<file path="config.mk">
export PLATFORM = sky130hd
export DESIGN_NAME = sh_bus_arbiter
export DESIGN_NICKNAME = d
export VERILOG_FILES = /design/src/rtl/sh_bus_arbiter.sv
export SDC_FILE = /design/constraint.sdc
export NUM_CORES = 1
export LEC_CHECK = 0
export ABC_AREA = 0
export BUFFER_PORTS_ARGS = -buffer_cell sky130_fd_sc_hd__buf_2
export CAP_MARGIN = 40
export CORE_MARGIN = 10
export CORE_UTILIZATION = 41
export DETAILED_ROUTE_END_ITERATION = 10
export PLACE_DENSITY_LB_ADDON = 0.15
export SYNTH_ARGS = -nofsm -noshare
export SYNTH_HDL_FRONTEND = slang
export SYNTH_SLANG_ARGS = --single-unit
</file>
<file path="constraint.sdc">
create_clock -name CLK -period 1.6 [get_ports CLK]
set_input_delay 0.16 -clock CLK [delete_from_list [all_inputs] [get_ports CLK]]
set_output_delay 0.16 -clock CLK [all_outputs]
set_load 0.01 [all_outputs]
</file>
<file path="src/rtl/sh_bus_arbiter.sv">
// sh_bus_arbiter: shares one memory port between two SH7604-style bus masters.
// Round-robin arbitration with a per-region wait-state counter (ROM = A[26:14]==0).
// Optional build macro SH_ARB_LOCK_EN adds M0_LOCK/M1_LOCK bus locking
// (the lock holder keeps the bus for read-modify-write sequences such as TAS.B).
module sh_bus_arbiter #(
    parameter int unsigned ROM_WAIT = 2,
    parameter int unsigned RAM_WAIT = 1
) (
    input  logic        CLK,
    input  logic        RST,
    input  logic        CE,
    input  logic        M0_REQ,
    input  logic [26:0] M0_A,
    input  logic [31:0] M0_DO,
    input  logic [3:0]  M0_WE,
    output logic [31:0] M0_DI,
    output logic        M0_WAIT,
    input  logic        M1_REQ,
    input  logic [26:0] M1_A,
    input  logic [31:0] M1_DO,
    input  logic [3:0]  M1_WE,
    output logic [31:0] M1_DI,
    output logic        M1_WAIT,
`ifdef SH_ARB_LOCK_EN
    input  logic        M0_LOCK,
    input  logic        M1_LOCK,
`endif
    output logic [26:0] MEM_A,
    output logic [31:0] MEM_DO,
    output logic [3:0]  MEM_WE,
    output logic        MEM_RD,
    input  logic [31:0] MEM_DI,
    output logic [1:0]  GNT
);

    localparam int unsigned AW = 27;
    localparam int unsigned DW = 32;
    localparam int unsigned BW = 4;
    localparam int unsigned CW = 4;

    // Wait counts must fit the 4-bit counter.
    if (ROM_WAIT > 15 || RAM_WAIT > 15) begin : g_param_check
        $error("sh_bus_arbiter: ROM_WAIT and RAM_WAIT must be in 0..15");
    end

    typedef enum logic [1:0] {
        S_IDLE   = 2'd0,
        S_ACCESS = 2'd1,
        S_DONE   = 2'd2
    } state_t;

    state_t          state_q, state_d;
    logic [CW-1:0]   cnt_q, cnt_d;
    logic [1:0]      gnt_q, gnt_d;
    logic            last_q, last_d;      // 1 = M1 owned the previous access
    logic [AW-1:0]   mem_a_q, mem_a_d;
    logic [DW-1:0]   mem_do_q, mem_do_d;
    logic [BW-1:0]   mem_we_q, mem_we_d;
    logic            mem_rd_q, mem_rd_d;
    logic [DW-1:0]   m0_di_q, m0_di_d;
    logic [DW-1:0]   m1_di_q, m1_di_d;
`ifdef SH_ARB_LOCK_EN
    logic            lock_q, lock_d;
    logic            lock_m1_q, lock_m1_d;
    logic            gnt_lock;
`endif

    logic            req_any;
    logic            lock_hold;
    logic            pick_m1;
    logic [AW-1:0]   sel_a;
    logic [DW-1:0]   sel_do;
    logic [BW-1:0]   sel_we;
    logic            rom_hit;

    // Choose the next owner: locked master first, then round-robin on ties.
    always_comb begin : arbitration
        req_any   = M0_REQ | M1_REQ;
        lock_hold = 1'b0;
`ifdef SH_ARB_LOCK_EN
        lock_hold = lock_q & (lock_m1_q ? M1_REQ : M0_REQ);
`endif
        if (lock_hold) begin
`ifdef SH_ARB_LOCK_EN
            pick_m1 = lock_m1_q;
`else
            pick_m1 = 1'b0;
`endif
        end else if (M0_REQ && M1_REQ) begin
            pick_m1 = ~last_q;
        end else begin
            pick_m1 = M1_REQ;
        end
        sel_a   = pick_m1 ? M1_A  : M0_A;
        sel_do  = pick_m1 ? M1_DO : M0_DO;
        sel_we  = pick_m1 ? M1_WE : M0_WE;
        rom_hit = (sel_a[26:14] == 13'd0);
    end

    // State and datapath registers; everything holds while CE is low.
    always_ff @(posedge CLK) begin : state_reg
        if (RST) begin
            state_q  <= S_IDLE;
            cnt_q    <= '0;
            gnt_q    <= '0;
            last_q   <= 1'b1;
            mem_a_q  <= '0;
            mem_do_q <= '0;
            mem_we_q <= '0;
            mem_rd_q <= 1'b0;
            m0_di_q  <= '0;
            m1_di_q  <= '0;
`ifdef SH_ARB_LOCK_EN
            lock_q    <= 1'b0;
            lock_m1_q <= 1'b0;
`endif
        end else if (CE) begin
            state_q  <= state_d;
            cnt_q    <= cnt_d;
            gnt_q    <= gnt_d;
            last_q   <= last_d;
            mem_a_q  <= mem_a_d;
            mem_do_q <= mem_do_d;
            mem_we_q <= mem_we_d;
            mem_rd_q <= mem_rd_d;
            m0_di_q  <= m0_di_d;
            m1_di_q  <= m1_di_d;
`ifdef SH_ARB_LOCK_EN
            lock_q    <= lock_d;
            lock_m1_q <= lock_m1_d;
`endif
        end
    end

    // Next-state logic: IDLE -> ACCESS on any request, ACCESS until the count expires, one DONE cycle.
    always_comb begin : next_state
        state_d = state_q;
        case (state_q)
            S_IDLE:   if (req_any) state_d = S_ACCESS;
            S_ACCESS: if (cnt_q == '0) state_d = S_DONE;
            S_DONE:   state_d = S_IDLE;
            default:  state_d = S_IDLE;
        endcase
    end

    // Datapath next values: latch on grant, count waits, capture read data, release in DONE.
    always_comb begin : datapath_next
        cnt_d    = cnt_q;
        gnt_d    = gnt_q;
        last_d   = last_q;
        mem_a_d  = mem_a_q;
        mem_do_d = mem_do_q;
        mem_we_d = mem_we_q;
        mem_rd_d = mem_rd_q;
        m0_di_d  = m0_di_q;
        m1_di_d  = m1_di_q;
`ifdef SH_ARB_LOCK_EN
        lock_d    = lock_q;
        lock_m1_d = lock_m1_q;
        gnt_lock  = gnt_q[1] ? M1_LOCK : M0_LOCK;
`endif
        case (state_q)
            S_IDLE: begin
`ifdef SH_ARB_LOCK_EN
                // Lock owner no longer requesting: fall back to round-robin.
                if (lock_q && !lock_hold) lock_d = 1'b0;
`endif
                if (req_any) begin
                    mem_a_d  = sel_a;
                    mem_do_d = sel_do;
                    mem_we_d = sel_we;
                    mem_rd_d = (sel_we == '0);
                    cnt_d    = rom_hit ? CW'(ROM_WAIT) : CW'(RAM_WAIT);
                    gnt_d    = pick_m1 ? 2'b10 : 2'b01;
                end
            end
            S_ACCESS: begin
                if (cnt_q != '0) begin
                    cnt_d = cnt_q - CW'(1);
                end else begin
                    if (mem_rd_q) begin
                        if (gnt_q[1]) m1_di_d = MEM_DI;
                        else          m0_di_d = MEM_DI;
                    end
                    mem_we_d = '0;
                    mem_rd_d = 1'b0;
                end
            end
            S_DONE: begin
                mem_we_d = '0;
                mem_rd_d = 1'b0;
                gnt_d    = '0;
                last_d   = gnt_q[1];
`ifdef SH_ARB_LOCK_EN
                if (gnt_lock) begin
                    last_d    = last_q;
                    lock_d    = 1'b1;
                    lock_m1_d = gnt_q[1];
                end else begin
                    lock_d = 1'b0;
                end
`endif
            end
            default: ;
        endcase
    end

    // Outputs: WAIT drops only in the owner's DONE cycle; everything else comes from registers.
    always_comb begin : outputs
        M0_WAIT = M0_REQ & ~((state_q == S_DONE) & gnt_q[0]);
        M1_WAIT = M1_REQ & ~((state_q == S_DONE) & gnt_q[1]);
        M0_DI   = m0_di_q;
        M1_DI   = m1_di_q;
        MEM_A   = mem_a_q;
        MEM_DO  = mem_do_q;
        MEM_WE  = mem_we_q;
        MEM_RD  = mem_rd_q;
        GNT     = gnt_q;
    end

endmodule

</file>
==> run metrics <==
maximum root-to-sink buffer count=2; worst supply voltage drop on vdd=approximately 0.00065 V; most common library cell in the layout ignoring fill and taps=buf_2; number of pins exceeding their max-slew limit in the final report=0; slew at the pin with the worst max-slew slack=640 ps; ratio of cells with drive above 1 in the final layout=0.422; type of element launching the critical path=flip-flop; overall track demand over capacity in global routing=0.226; outcome=complete, but fails checks; class of the most critical hold timing path=input pin to flip-flop; initial antenna violation count=1; Cell Pwr Density=just over 1000 nW/um^2; Routed Wire Length=between 20000 and 25000 um; HPWL after detailed placement=approximately 15000 um; max-capacitance violation count=0; Root Buffer=clkbuf_16; number of standard-cell rows in the floorplan=42; Synth warnings=0; worst hold margin=between 7 and 8 ps; antenna viol nets, final=0; post-synthesis cell count=714; clock-pin slew on the worst setup and hold paths=approximately 60 ps; class of the most critical setup path=flip-flop to flip-flop; number of failing setup endpoints in the final timing report=71; count of clock tree sinks=~140; share of synthesized flip-flops with an asynchronous set or reset=0; number of detailed-routing iterations run before antenna repair=6; violations in the final reports=setup timing; maximum achievable frequency=slightly below 600 MHz; initial core utilization=0.421; number of flops mapped to enable cells by yosys=0; final count of hold timing violations=0; Design Power=9770 uW; most used cells in the layout excluding fill and tap cells=buf_2, nand2_1, dfxtp_1; main flop type after synthesis=dfxtp_1; required time reported for the critical path endpoint=between 1500 and 2000 ps; maximum number of pins on one net before global-route repair=48; Rel. slew slack=0.573; synthesized flop and latch total=~140; average detailed-routed wire length per instance=about 18 um; setup clock skew after layout=roughly 7.7 ps; maximum fanout along the worst path=5; via count normalized by instance count=5.07; fraction of the cycle the final worst path needs=1.08; cts bufs inserted=17; setup repair after global routing missed its margin=yes; Total Nets Final=1272; DRC violation total after the first TritonRoute iteration=about 350; maximum level of the CTS H-tree=4; residual overflow from global routing=0; minimum period implied by the final worst setup slack=around 1700 ps; area of the placeable core=approximately 13000 um^2; detailed-route DRC error count=0; crit path DAT=~2100 ps; leakage component of the power=approximately 0.0043 uW; Synth Cell Area=5590 um^2; number of global-route vias before repair=approximately 6400; syn_area_per_cell=between 7 and 8 um^2; TritonCTS clock tree=built; global-route wire length before repair=about 34000 um; floorplan die height=approximately 140 um; area delta synth->final=72.9%; later-pin clock latency in the skew report=about 420 ps; post-synth net total=a little under 900; Seq/Total Area, Yosys=0.490; count of unique library cells instantiated by Yosys=37; I/O pin total=~300; die boundary width=~140 um; Final Worst Setup Slack=-130 ps; global placement routability congestion=around 0.82; crit path capture type=flip-flop; Port Buffer Count=a little under 300; die area=approximately 19000 um^2; total vias in the final route=between 6000 and 7000
[routing by layer]
layer / vias to the layer above / part of all wire / track usage
met1: 3016 / 0.38 / 0.254
met2: 302 / 0.48 / 0.360
li1: 3217 / - / -
met3: 42 / 0.11 / 0.106
met4: 0 / 0.026 / 0.0937
met5: - / 0 / 0
[repair_timing]
action,4_1_cts,5_1_grt
setup buffers,1,9
pin swaps,11,32
hold endpoints to repair,82,1
endpoints found under the setup margin,110,135
hold buffers,86,1
resized for setup,31,86
gates cloned,3,5
[cells by family (layout without fill, tap and decap cells)]
group                    count (synthesis)  count (layout)  synth area share
flip-flops                             137             137             0.490
AO/OA/AOI/OAI                          148             148             0.185
multiplexers                             7               7            0.0128
adder cells (fa/ha/maj)                  4               4           0.00895
XOR/XNOR                                 2               2           0.00313
buffers and inverters                   63             467            0.0506
AND/OR/NAND/NOR                        353             353             0.250
other                                    0               2                 0
[final timing paths]
path	start	to	slack [ps]	depth (start not counted)
worst max-delay path	cnt_q[1]$_SDFFE_PP0P_	M0_DI[22]$_SDFFE_PP0P_	-130	10
worst min-delay path	MEM_DI[11]	M0_DI[11]$_SDFFE_PP0P_	8	3
worst max register to register	cnt_q[1]$_SDFFE_PP0P_	M0_DI[22]$_SDFFE_PP0P_	-130	10
worst min register to register	M1_DI[12]$_SDFFE_PP0P_	M1_DI[12]$_SDFFE_PP0P_	450	2
[flip-flops by register name, summed over array words and instances (netlist names)]
register	count
GNT	2
M0_DI	32
M1_DI	32
MEM_A	27
MEM_DO	32
MEM_RD	1
MEM_WE	4
cnt_q	4
last_q	1
state_q	2
[critical path, cell delays in order, from the launching register on]
cell	delay, ps
dfxtp_2	320
inv_2	60
ha_4	120
nor3b_4	290
nand4_4	170
buf_6	150
nor2_4	120
buf_4	130
buf_4	130
nand2_1	60
a21oi_1	110
[layout make-up]
cell class,instances,area (um^2)
multi-input combinational,514,3010
fill,1004,3630
tap,176,220
timing repair buffer,428,2990
sequential,137,2750
antenna,2,5.00
clock buffer,21,470
inverter,7,28.8
clock inverter,11,193
[metrics by stage]
stage                     setup WS, ps  area, um^2  TNS [ps]  instances   util
after floorplan                  -34.8        5610     -1040        714      -
after global placement           -92.7        7420     -3980       1157  0.558
after detailed placement          -142        7420     -6420       1157  0.558
after CTS                         -102        9100     -3900       1279  0.685
after global routing              -254        9670    -12310       1295  0.727
final                             -130        9670     -5390       1296  0.727
[Yosys cell counts (2+ instances only)]
master / count / area share
nand2_1: 259 / 0.17
dfxtp_1: 137 / 0.49
a21oi_1: 71 / 0.064
nor2_1: 71 / 0.048
a311oi_1: 59 / 0.092
clkbuf_1: 30 / 0.020
buf_2: 19 / 0.017
inv_1: 6 / 0.0040
mux2i_1: 6 / 0.011
nor3_1: 6 / 0.0054
nor4_1: 6 / 0.0067
buf_1: 4 / 0.0027
ha_1: 4 / 0.0089
a21boi_0: 3 / 0.0040
a22oi_1: 3 / 0.0040
buf_6: 3 / 0.0060
o21ai_1: 3 / 0.0027
nand2b_1: 2 / 0.0022
nand4_1: 2 / 0.0022
nor2_2: 2 / 0.0022
xor2_1: 2 / 0.0031
[power breakdown]
part           leakage, uW  switching, uW  internal [uW]
Combinational      0.00284            852            836
Sequential         0.00112           97.6           3600
Clock             0.000319           1500           2890
Total              0.00427           2450           7320
(Power assumes the default switching activity.)
